`src/rtl/xband_frame_ctrl.sv`:
```
// X-band frame sequencer: link reset, per-frame arm pulse, completion/error tracking.
// States: INIT power-up link reset | IDLE wait start | ARM new_frame high | WAIT receive | DONE | ERROR | RECOVER link reset
module xband_frame_ctrl #(
    parameter int unsigned RST_CYCLES       = 64,
    parameter int unsigned NEW_FRAME_CYCLES = 4
) (
    input  logic        sys_clk,
    input  logic        sys_rst,
    input  logic        start,
    input  logic        abort,
    input  logic [31:0] exp_bytes,
    input  logic [31:0] timeout_cycles,
    input  logic [31:0] data_cnt,
    input  logic        mm2s_overflow,
    input  logic        s2mm_overflow,
    output logic        xband_rst,
    output logic        new_frame,
    output logic [31:0] exp_bytes_q,
    output logic        busy,
    output logic        done,
    output logic        err,
    output logic [3:0]  status,
    output logic [15:0] frame_cnt,
    output logic [15:0] err_cnt
);

    typedef enum logic [2:0] {
        S_INIT, S_IDLE, S_ARM, S_WAIT, S_DONE, S_ERROR, S_RECOVER
    } state_t;

    localparam logic [31:0] RST_LOAD = 32'(RST_CYCLES - 1);
    localparam logic [31:0] NF_LOAD  = 32'(NEW_FRAME_CYCLES - 1);

    state_t      state_q, state_d;
    logic [31:0] cnt_q, cnt_d;
    logic [31:0] timer_q, timer_d;
    logic        xband_rst_d, new_frame_d, busy_d, done_d, err_d;
    logic [31:0] exp_bytes_d;
    logic [3:0]  status_d;
    logic [15:0] frame_cnt_d, err_cnt_d;
    logic        any_ovf, timed_out, go_err;

    assign any_ovf   = mm2s_overflow | s2mm_overflow;
    assign timed_out = (timeout_cycles != 32'd0) && (timer_q >= timeout_cycles);

    always_comb begin
        state_d     = state_q;
        cnt_d       = cnt_q;
        timer_d     = timer_q;
        xband_rst_d = xband_rst;
        new_frame_d = new_frame;
        exp_bytes_d = exp_bytes_q;
        busy_d      = busy;
        done_d      = 1'b0;
        err_d       = 1'b0;
        status_d    = status;
        frame_cnt_d = frame_cnt;
        err_cnt_d   = err_cnt;
        go_err      = 1'b0;

        case (state_q)
            S_INIT: begin
                if (cnt_q == 32'd0) begin
                    state_d     = S_IDLE;
                    xband_rst_d = 1'b0;
                end else begin
                    cnt_d = cnt_q - 32'd1;
                end
            end
            S_IDLE: begin
                if (start) begin
                    if (exp_bytes != 32'd0) begin
                        state_d     = S_ARM;
                        exp_bytes_d = exp_bytes;
                        status_d    = 4'b0000;
                        timer_d     = 32'd0;
                        new_frame_d = 1'b1;
                        busy_d      = 1'b1;
                        cnt_d       = NF_LOAD;
                    end else begin
                        err_d       = 1'b1;
                        status_d[3] = 1'b1;
                        err_cnt_d   = err_cnt + 16'd1;
                    end
                end
            end
            S_ARM, S_WAIT: begin
                if (timer_q != 32'hFFFF_FFFF) begin
                    timer_d = timer_q + 32'd1;
                end
                // completion outranks the watchdog, overflow and abort outrank completion
                if (any_ovf) begin
                    go_err      = 1'b1;
                    status_d[1] = status[1] | mm2s_overflow;
                    status_d[2] = status[2] | s2mm_overflow;
                end else if (abort) begin
                    go_err      = 1'b1;
                    status_d[3] = 1'b1;
                end else if ((state_q == S_WAIT) && (data_cnt >= exp_bytes_q)) begin
                    state_d     = S_DONE;
                    done_d      = 1'b1;
                    new_frame_d = 1'b0;
                    frame_cnt_d = frame_cnt + 16'd1;
                end else if (timed_out) begin
                    go_err      = 1'b1;
                    status_d[0] = 1'b1;
                end else if (state_q == S_ARM) begin
                    if (cnt_q == 32'd0) begin
                        state_d     = S_WAIT;
                        new_frame_d = 1'b0;
                    end else begin
                        cnt_d = cnt_q - 32'd1;
                    end
                end
                if (go_err) begin
                    state_d     = S_ERROR;
                    err_d       = 1'b1;
                    new_frame_d = 1'b0;
                    err_cnt_d   = err_cnt + 16'd1;
                end
            end
            S_DONE: begin
                state_d = S_IDLE;
                busy_d  = 1'b0;
            end
            S_ERROR: begin
                state_d     = S_RECOVER;
                xband_rst_d = 1'b1;
                cnt_d       = RST_LOAD;
            end
            S_RECOVER: begin
                if (cnt_q == 32'd0) begin
                    state_d     = S_IDLE;
                    xband_rst_d = 1'b0;
                    busy_d      = 1'b0;
                end else begin
                    cnt_d = cnt_q - 32'd1;
                end
            end
            default: begin
                state_d     = S_INIT;
                xband_rst_d = 1'b1;
                cnt_d       = RST_LOAD;
            end
        endcase
    end

    always_ff @(posedge sys_clk or posedge sys_rst) begin
        if (sys_rst) begin
            state_q     <= S_INIT;
            cnt_q       <= RST_LOAD;
            timer_q     <= 32'd0;
            xband_rst   <= 1'b1;
            new_frame   <= 1'b0;
            exp_bytes_q <= 32'd0;
            busy        <= 1'b0;
            done        <= 1'b0;
            err         <= 1'b0;
            status      <= 4'b0000;
            frame_cnt   <= 16'd0;
            err_cnt     <= 16'd0;
        end else begin
            state_q     <= state_d;
            cnt_q       <= cnt_d;
            timer_q     <= timer_d;
            xband_rst   <= xband_rst_d;
            new_frame   <= new_frame_d;
            exp_bytes_q <= exp_bytes_d;
            busy        <= busy_d;
            done        <= done_d;
            err         <= err_d;
            status      <= status_d;
            frame_cnt   <= frame_cnt_d;
            err_cnt     <= err_cnt_d;
        end
    end

endmodule

```
`config.mk`:
```
export PLATFORM = sky130hd
export DESIGN_NAME = xband_frame_ctrl
export DESIGN_NICKNAME = d
export VERILOG_FILES = /design/src/rtl/xband_frame_ctrl.sv
export SDC_FILE = /design/constraint.sdc
export NUM_CORES = 1
export LEC_CHECK = 0
export CAP_MARGIN = 5
export CORE_UTILIZATION = 28
export DETAILED_ROUTE_END_ITERATION = 6
export PLACE_DENSITY = 0.47
export SETUP_SLACK_MARGIN = 0.02
export SLEW_MARGIN = 20
export SYNTH_ARGS = -nofsm -noshare
export SYNTH_HDL_FRONTEND = slang
export SYNTH_SLANG_ARGS = --single-unit
```
`constraint.sdc`:
```
create_clock -name sys_clk -period 16.08 [get_ports sys_clk]
set_input_delay 4.824 -clock sys_clk [delete_from_list [all_inputs] [get_ports sys_clk]]
set_output_delay 4.824 -clock sys_clk [all_outputs]
set_load 0.05 [all_outputs]
```
==> impl_metrics.toml <==
[synthesis]
netlist_top_cells_area = "dfrtp_1, ha_1, xnor2_1"
yosysTopAreaCell = "dfrtp_1"
ys_seq_area_frac = 0.4261
yosys_warnings = 0
netlist_top_cells_count = "dfrtp_1, nand2_1, inv_1"
yosys_register_bits = 140
syn-cell-area_mm2 = 0.008242
yosysMostFrequentCell = "dfrtp_1"
synth_nets = 1088
synth_cells = 918
synth_top_cell_area_share = 0.4038
synthArstFlopShare = 1.000
syn_area_per_cell_um2 = 8.978
synth_edf_count = 0
synthDistinctLibCells = 61
yosys_most_used_dff = "dfrtp_1"

[global_route]
grt_pass1_vias = 7114
grt_first_pass_wirelength_um = 39030
antenna_found_initial = 1
grt_max_degree = 72
track_usage = 0.1623
gr-total-overflow = 0

[clocking]
clock_latency_ns = 0.43
numCtsBuffers = 17
cts_tree = "yes"
htree_num_levels = 4
clkTransAtPathRegs_ns = 0.07
cts_resized = 0
hold_buffers = 0
cts-root-buf = "clkbuf_16"
cts_sinks = 140
cts_buffer_depth = 2
post_cts_buffers = 0

[run]
cap_violations = 0

[pwr]
power_w = 0.0008399
leakagePower_nw = 4.860
p_per_area_mw_per_mm2 = 76.84
peakVddDrop_uv = 48.63

[layout]
post-route-util = 0.3788
areaGrowthSynthToFinish_pct = 32.63
drive_gt1_frac = 0.05369
finalNetCount = 1256

[worst_setup_path]
worstPathArrival_ns = 8.66
ff2ff_setup_slack_ns = 11.91
crit_family = "simple AND/OR/NAND/NOR gates"
cp.required_ns = 16.34
path_cells = "clkdlybuf4s50_1 > nor4_1 > nand4_1 > o211a_1 > o21ai_1 > a21boi_1 > and2_2 > or3_1 > a21oi_1"
path_class = "in -> reg"
path_buf_inv = 1
worstSetupEndpointType = "flop"
slowest_stage = "a21boi_1"
start_kind = "input pin"
cp_max_fo = 30
cpPeakStageDelay_ns = 0.81

[detailed_routing]
wl_met2_um = 11160
ant_nets = 0
met3_length_um = 832
wirelength_um = 23770
met1_length_um = 11410
drtIter0Drc = 371
drtPass1Iterations = 6
via_count = 7149
detail_route.wl_per_cell_um = 16.02
routed.top_layer = "met4"
avgViaCountPerCell = 4.817
drcViolationCount = 0

[floorplanning]
dieHeight_um = 173.6
chipWidth_um = 173.6
row_count = 62
core_mm2 = 0.02886
dieArea_mm2 = 0.03012
initial_core_util = 0.2856
top_level_ports = 175

[placement]
hpwlAfterDp_um = 17690
gp_congestion = 0.7932
port_buffers = 174

[timing]
fin_worst_hold_slack_ns = 0.4723
fin_skew_ns = 0.01454
min_period_ns = 8.405
fmax_mhz = 119.0
slew_headroom = 0.3396
worst-slew-pin-transition_ns = 0.9657
hold_violations = 0
fin_crit_sh = 0.5227
finalSetupTns_ns = 0
maxSlewViolCount = 0
finalSetupViolCount = 0
rsz0062_at_grt = "false"

[hold_path]
hp-class = "reg -> reg"

[status]
status = "finished clean"
## cells by family (layout without fill, tap and decap cells)
| logic type | Yosys count | count (layout) | share of synthesized area |
|---|---|---|---|
| xor+xnor | 59 | 59 | 0.06270 |
| mux | 4 | 4 | 0.005162 |
| compound gates | 183 | 183 | 0.1328 |
| buf+inv | 108 | 289 | 0.05237 |
| flops | 140 | 140 | 0.4261 |
| other cells | 0 | 1 | 0 |
| simple gates | 356 | 356 | 0.2175 |
| fa+ha+maj | 68 | 68 | 0.1032 |
## placed cells by master, fill, tap and decap left out, types with 7 or more instances in the layout
| cell | count |
|---|---|
| xnor2_1 | 43 |
| dfstp_2 | 7 |
| or4_1 | 13 |
| nor4_1 | 22 |
| nor3_1 | 18 |
| nand2_1 | 99 |
| clkdlybuf4s50_1 | 174 |
| xor2_1 | 16 |
| clkbuf_16 | 17 |
| inv_1 | 78 |
| dfrtp_1 | 133 |
| a21oi_1 | 61 |
| nand4_1 | 27 |
| nand2b_1 | 7 |
| and4_1 | 9 |
| or3_1 | 27 |
| o21ai_1 | 10 |
| o21ai_0 | 58 |
| o31ai_1 | 7 |
| nand3_1 | 31 |
| nor2_1 | 75 |
| and3_1 | 8 |
| ha_1 | 68 |
## worst paths after layout
check / start / end / depth (start not counted)
min in group asynchronous: sys_rst / err_cnt[15] / 2
setup reg to reg: cnt_q[9] / cnt_q[21] / 8
setup / recovery: exp_bytes[26] / cnt_q[21] / 9
hold / removal: frame_cnt[15] / frame_cnt[15] / 1
hold reg to reg: frame_cnt[15] / frame_cnt[15] / 1
max in group asynchronous: sys_rst / exp_bytes_q[31] / 3
## flip-flops by register name (all words and copies together) (netlist names)
| register | flops |
|---|---|
| state_q | 3 |
| err | 1 |
| frame_cnt | 16 |
| xband_rst | 1 |
| new_frame | 1 |
| cnt_q | 32 |
| busy | 1 |
| err_cnt | 16 |
| exp_bytes_q | 32 |
| done | 1 |
| status | 4 |
| timer_q | 32 |
## worst reg2reg max path, cell delays in order (launching register included)
cell and delay [ns]:
dfrtp_1 0.45, or4_4 0.61, or3_1 0.42, or3_4 0.47
o41a_1 0.45, a21boi_1 0.71, and2_2 0.64, or3_1 0.19
a21oi_1 0.06
## layer usage
metal,vias to the layer above,global-route usage
met5,-,0
li1,3604,-
met2,127,0.2631
met4,0,0.04462
met3,22,0.02873
met1,3396,0.2212
## through the flow
step,std cells,setup WS [ns],cell area (µm²)
final,1484,7.675,10930
after global routing,1484,7.360,10930
after CTS,1483,7.742,10930
after detailed placement,1451,7.303,10380
after global placement,1451,7.442,10380
after floorplan,918,7.515,8242
## where the power goes
part / internal (W) / total, W / leakage (nW) / switching (W)
Combinational: 0.0000448 / 0.000101 / 2.80 / 0.0000567
Sequential: 0.000358 / 0.000362 / 1.80 / 0.00000388
Clock: 0.000206 / 0.000377 / 0.264 / 0.000171
Total: 0.000609 / 0.000840 / 4.86 / 0.000231
## layout make-up
class                           count  area [µm²]
Tap cell                          384       480.5
Antenna cell                        1       2.502
Timing Repair Buffer              178        1772
Inverter                           79       301.5
Fill cell                        2951       17930
Sequential cell                   140        3512
Multi-Input combinational cell    670        4310
Clock inverter                     12       105.1
Clock buffer                       20       446.7
Power figures use the tool's default switching activity.
